--- src/rtl/register_file_mp.sv ---
// Multi-port register file: NREAD combinational reads, two write ports, and a sequential bulk-clear engine.
// Compile-time option REGFILE_BYPASS_EN forwards same-cycle write data to matching read ports.
module register_file_mp #(
  parameter int WIDTH = 32,
  parameter int NREGS = 32,
  parameter int NREAD = 2,
  parameter int SELW  = $clog2(NREGS)
) (
  input  logic                        CLK,
  input  logic                        RST,
  input  logic [1:0]                  WEN,
  input  logic [1:0][SELW-1:0]        wsel,
  input  logic [1:0][WIDTH-1:0]       wdat,
  input  logic [NREAD-1:0][SELW-1:0]  rsel,
  output logic [NREAD-1:0][WIDTH-1:0] rdat,
  input  logic                        clr_req,
  output logic                        busy
);

  typedef enum logic {IDLE, CLEAR} state_t;

  state_t           state;
  logic [SELW-1:0]  cnt;
  logic [WIDTH-1:0] regs [1:NREGS-1];
  logic [WIDTH-1:0] view [NREGS];

  // Port 1 is applied last so it wins a same-register collision; clearing blocks all writes.
  always_ff @(posedge CLK or posedge RST) begin
    if (RST) begin
      for (int i = 1; i < NREGS; i++) regs[i] <= '0;
      state <= IDLE;
      cnt   <= '0;
      busy  <= 1'b0;
    end else begin
      case (state)
        IDLE: begin
          for (int p = 0; p < 2; p++) begin
            if (WEN[p] && wsel[p] != '0) regs[wsel[p]] <= wdat[p];
          end
          if (clr_req) begin
            state <= CLEAR;
            cnt   <= SELW'(1);
            busy  <= 1'b1;
          end
        end
        CLEAR: begin
          regs[cnt] <= '0;
          if (cnt == SELW'(NREGS - 1)) begin
            state <= IDLE;
            cnt   <= '0;
            busy  <= 1'b0;
          end else begin
            cnt <= cnt + SELW'(1);
          end
        end
        default: state <= IDLE;
      endcase
    end
  end

  // Register 0 has no storage; it is a constant zero in the read view.
  always_comb begin
    view[0] = '0;
    for (int i = 1; i < NREGS; i++) view[i] = regs[i];
  end

  always_comb begin
    for (int i = 0; i < NREAD; i++) begin
      rdat[i] = view[rsel[i]];
`ifdef REGFILE_BYPASS_EN
      for (int p = 0; p < 2; p++) begin
        if (WEN[p] && wsel[p] == rsel[i] && wsel[p] != '0 && state == IDLE) rdat[i] = wdat[p];
      end
`endif
    end
  end

endmodule

--- config.mk ---
export PLATFORM = sky130hd
export DESIGN_NAME = register_file_mp
export DESIGN_NICKNAME = d
export VERILOG_FILES = /design/src/rtl/register_file_mp.sv
export SDC_FILE = /design/constraint.sdc
export NUM_CORES = 2
export LEC_CHECK = 0
export ABC_CLOCK_PERIOD_IN_PS = 47400
export CAP_MARGIN = 0
export CORE_AREA = 8 8 478 480
export CTS_CLUSTER_DIAMETER = 120
export DETAILED_ROUTE_END_ITERATION = 8
export DIE_AREA = 0 0 486 488
export PLACE_DENSITY = 0.58
export SLEW_MARGIN = 10
export SYNTH_ARGS = -nofsm -noshare
export SYNTH_HDL_FRONTEND = slang
export SYNTH_SLANG_ARGS = --single-unit
--- constraint.sdc ---
create_clock -name CLK -period 47.4 [get_ports CLK]
set_clock_uncertainty 0.05 [all_clocks]
set_input_delay 7.11 -clock CLK [delete_from_list [all_inputs] [get_ports CLK]]
set_output_delay 7.11 -clock CLK [all_outputs]
set_load 0.02 [all_outputs]
# Word level (Yosys, flattened, before mapping)
# Cells that the tools add are included.
[totals] reg_bits=999 latch_bits=0 ramBits=0 mem_bits_ro=0 inputBits=89 out_inout_bits=65 wordCells=89 n_memories=0
[op_classes] addsub=1 n_mul=0 div_mod_pow=0 order_cmp=8 n_eq_ne=3 shift=0 muxes=27 bitwise_logic=8 n_reduce_logical=8
[op_table] op="992-bit 2-to-1 mux" count=3
[op_table] op="992-bit bitwise mux" count=2
[op_table] op="992-bit case mux with 2 select lines" count=1
[op_table] op="992-bit AND" count=1
[op_table] op="992-bit NOT" count=1
[op_table] op="32-bit demux with 5-bit select" count=3
[op_table] op="32-bit binary-select mux with 5-bit select" count=2
[op_table] op="32-bit 2-to-1 mux" count=7
[op_table] op="6-bit greater-or-equal comparator (second input constant)" count=5
[op_table] op="5-bit NOT with 6-bit output" count=5
[op_table] op="6-bit by 1-bit < comparator with 1-bit output (second input constant)" count=3
[op_table] op="5-bit 2-to-1 mux" count=2
[op_table] op="5-bit case mux with 2 select lines" count=1
[op_table] op="5-bit nonzero test" count=2
[op_table] op="5-bit by 1-bit adder with 5-bit output (second input constant)" count=1
[op_table] op="5-bit == test (second input constant)" count=1
[op_table] op="1-bit logical AND" count=5
[op_table] op="1-bit 2-to-1 mux" count=4
[op_table] op="1-bit case mux with 2 select lines" count=2
[op_table] op="2-bit by 1-bit inequality test with 1-bit output (second input constant)" count=1
[op_table] op="2-bit inequality test (second input constant)" count=1
[op_table] op="2-bit AND reduction" count=1
[op_table] op="1-bit NOT" count=1

# Longest topological paths before layout
[logic_depth] word_depth=11 mapped_depth=9 depth_no_buf=6

# Worst setup path after synthesis
# No wires, ideal clock.
[synth_timing] path_kind="input port to output port" startpoint="input rsel[0] (netlist bit)" endpoint="output rdat[10] (netlist bit)" t_arrival_ns=8.797 required_ns=40.240 setup_slack_ns=31.443 stages=8 n_path_buf=5 cell_sequence="buf_2 -> buf_4 -> buf_6 -> buf_6 -> clkbuf_1 -> a22o_1 -> a211oi_1 -> o31ai_1"
[synth_lines] element="from (decl)" line_no="14" rtl="input logic [NREAD-1:0][SELW-1:0] rsel,"
[synth_lines] element="to (decl)" line_no="15" rtl="output logic [NREAD-1:0][WIDTH-1:0] rdat,"

==> results.txt <==
sequential share of the synthesized area -> 33.5%
HPWL after DPL -> 216 mm
clock slew seen by the registers of the worst setup and hold paths -> 0.05 ns
PostCTS Resize Cnt -> 0
synthesized flop and latch total -> 999
Min Hold Slack -> 0.469 ns
worst setup path start -> rsel[5]
slowest cell on the critical path -> buf_4
Worst EP required -> 40.24 ns
status -> finished clean
top_reg_cell synth -> dfrtp_1
Die Width -> 486 um
dominant cell by count in the synthesized netlist -> o31ai_1
I/O Pins -> 154
Syn Std Cell Area -> 0.0747 mm^2
DRC -> 0
pre-CTS setup slack -> 27.52 ns
Syn. warnings -> 0
RD Place Congestion -> 0.924
layout filler cell count -> 21,700
combinational power share -> 42.1%
sw power -> 1960 uW
Worst EP arrival -> 12.76 ns
CP Capture Type -> output pin
top-area cell type share of the netlist area -> 33.5%
Via Count -> 78,360
Setup Crit Path Kind -> in -> out
unrepaired setup endpoints after global routing -> no
Reg area -> 0.0250 mm^2
routed len/inst -> 35.2 um
period utilization -> 42.0%
clk buf depth -> 3
final slew viol count -> 0
Hold Crit Depth -> 2
pin count of the biggest net entering global routing -> 197
Fmax -> 0.0502 GHz
Starting Density -> 33.8%
clk_lat worst skew -> 0.77 ns
CTS H-tree depth -> 3
Port Buffer Count -> 153
Internal Power -> 2460 uW
Worst IR Drop VDD -> 0.0000599 V
Critical R2R Launch -> state$_DFF_PP0_
total leakage power -> 0.0356 uW
cells along the critical path -> buf_8, buf_4, buf_4, buf_4, buf_4, mux4_2, mux2i_1, and2_1, o31ai_1, clkdlybuf4s50_1
vias in the first global route -> 76,338
TritonCTS clock tree -> built
Tightest Pin Transition -> 1.40 ns
Cell Pwr Density -> 53.9 mW/mm^2
Placement Cell Area -> 0.0779 mm^2
root buffer cell -> clkbuf_16
die span in y -> 488 um
crit-path max FO -> 47
post-synthesis cell type count -> 49
final WL -> 385 mm
Clock Sinks -> 999
synthesis-to-layout area growth -> 9.89%
Rel. slew slack -> 6.37%
post-route cell area -> 0.0820 mm^2
clock share of power -> 22.7%
Synth Net Count -> 8,576
max cap viols -> 0
top cells by area, synth -> dfrtp_1 (33%), mux4_2 (12%), o31ai_1 (11%)
DR vias/cell -> 7.16
Post-synth EDFFs -> 0
power consumption -> 4420 uW
# setup viols final -> 0
mean post-synth cell area -> 8.80 um^2
layout net count -> 7,943
crit-path most repeated cell -> buf_4
Syn Inst Count -> 8,482
Sw Share -> 44.3%
ys async rst share -> 100%
Tmin final -> 19.92 ns
Max stage delay on crit path -> 0.87 ns
length of the first detailed-routing pass in iterations -> 8
Final WS setup -> 27.48 ns
Congestion Overflow GR -> 0
hold crit path type -> reg -> reg
crit start category -> input pin
antenna violations before repair -> 30
final hold violations -> 0
top cell type by total area after synthesis -> dfrtp_1
cts hold-fix bufs -> 0
first-pass GRT wire length -> 551 mm
area of the multi-input gates -> 0.0457 mm^2
die area -> 0.237 mm^2
Synth top cells by count -> o31ai_1 (1,057), a211oi_1 (1,026), nand2_1 (1,003)
post-CTS setup buffers -> 0
share of layout cells above drive strength 1 -> 13.3%
Sequential Power Share -> 35.2%
hold wc startpoint -> regs[509]$_DFF_PP0_
reg2reg path depth -> 4
total CTS buffers -> 121
initial drt markers -> 12,045
gr usage total -> 30.7%
core area -> 0.221 mm^2
# rows -> 173
Antenna Violating Nets Remaining -> 0
TNS Setup -> 0 ns
-- power by group through the flow --
stage          registers (uW)  clock network (uW)  logic (uW)
6_report                 1560                1000        1860
5_1_grt                  1590                1030        1950
4_1_cts                  1530                1000        1800
3_5_place_dp             1540                   0        1800
3_3_place_gp             1520                   0        1750
2_1_floorplan            1410                   0        1220
-- worst max-delay path, delay by kind of cell --
family / cells / cell delay [ns]
mux: 2 / 0.40
compound gates: 1 / 0.53
buf+inv: 6 / 4.35
simple gates: 1 / 0.19
-- flip-flops by register name, summed over array words and instances (netlist names) --
name / count
busy: 1
cnt: 5
regs: 992
state: 1
-- area by class of cell --
cell class                      instances  area share [%]
Antenna cell                           16          0.0488
Clock buffer                          181            4.47
Clock inverter                         42           0.563
Inverter                               18          0.0946
Multi-Input combinational cell       6309            55.7
Sequential cell                       999            30.5
Tap cell                             2975            4.54
Timing Repair Buffer                  400            4.13
-- per-stage QoR --
step,utilization (%),cells
floorplan,-,8482
global placement,35.2,10701
detailed placement,35.2,10701
CTS,37.1,10924
global route,37.1,10925
finish,37.1,10940
-- cell families (layout without fill, tap and decap cells) --
logic type	after synthesis	in the layout	share of synthesized area [%]
and+or+nand+nor	3106	3106	19.5
xor gates and xnor gates	2	2	0.0235
AOI/OAI and AO/OA	2556	2556	25.5
other	0	16	0
muxes	640	640	15.1
DFF	999	999	33.5
adders and majority gates	5	5	0.0838
buffers and inverters	1174	641	6.32
-- layout by cell type, fill, tap and decap left out, types with 29 or more instances in the layout --
master / count
a211oi_1: 1026
a22o_1: 215
and2_1: 67
and3_1: 963
buf_4: 245
clkbuf_16: 124
clkbuf_8: 35
clkdlybuf4s50_1: 122
dfrtp_1: 998
mux2_2: 64
mux2i_1: 192
mux4_2: 384
nand2_1: 995
nor2_1: 966
nor2_4: 32
o21ai_0: 33
o21ai_1: 65
o22ai_1: 66
o31ai_1: 1057
or2_2: 29
-- final timing paths --
check                      slack, ns                   to
setup / recovery               27.48             rdat[50]
hold / removal                  0.47  regs[509]$_DFF_PP0_
setup reg to reg               43.38  regs[264]$_DFF_PP0_
hold reg to reg                 0.47  regs[509]$_DFF_PP0_
max in group asynchronous      36.31  regs[105]$_DFF_PP0_
min in group asynchronous       6.84  regs[918]$_DFF_PP0_
-- routing by layer --
layer	global-route usage [%]	vias to the layer above	routed length, um
met5	0.382	-	211
met4	19.9	16	28700
met3	11.5	1822	57700
met2	44.4	6899	160000
met1	38.4	38961	138000
li1	-	30662	-
Note: power is estimated with default switching activity, not from simulation.
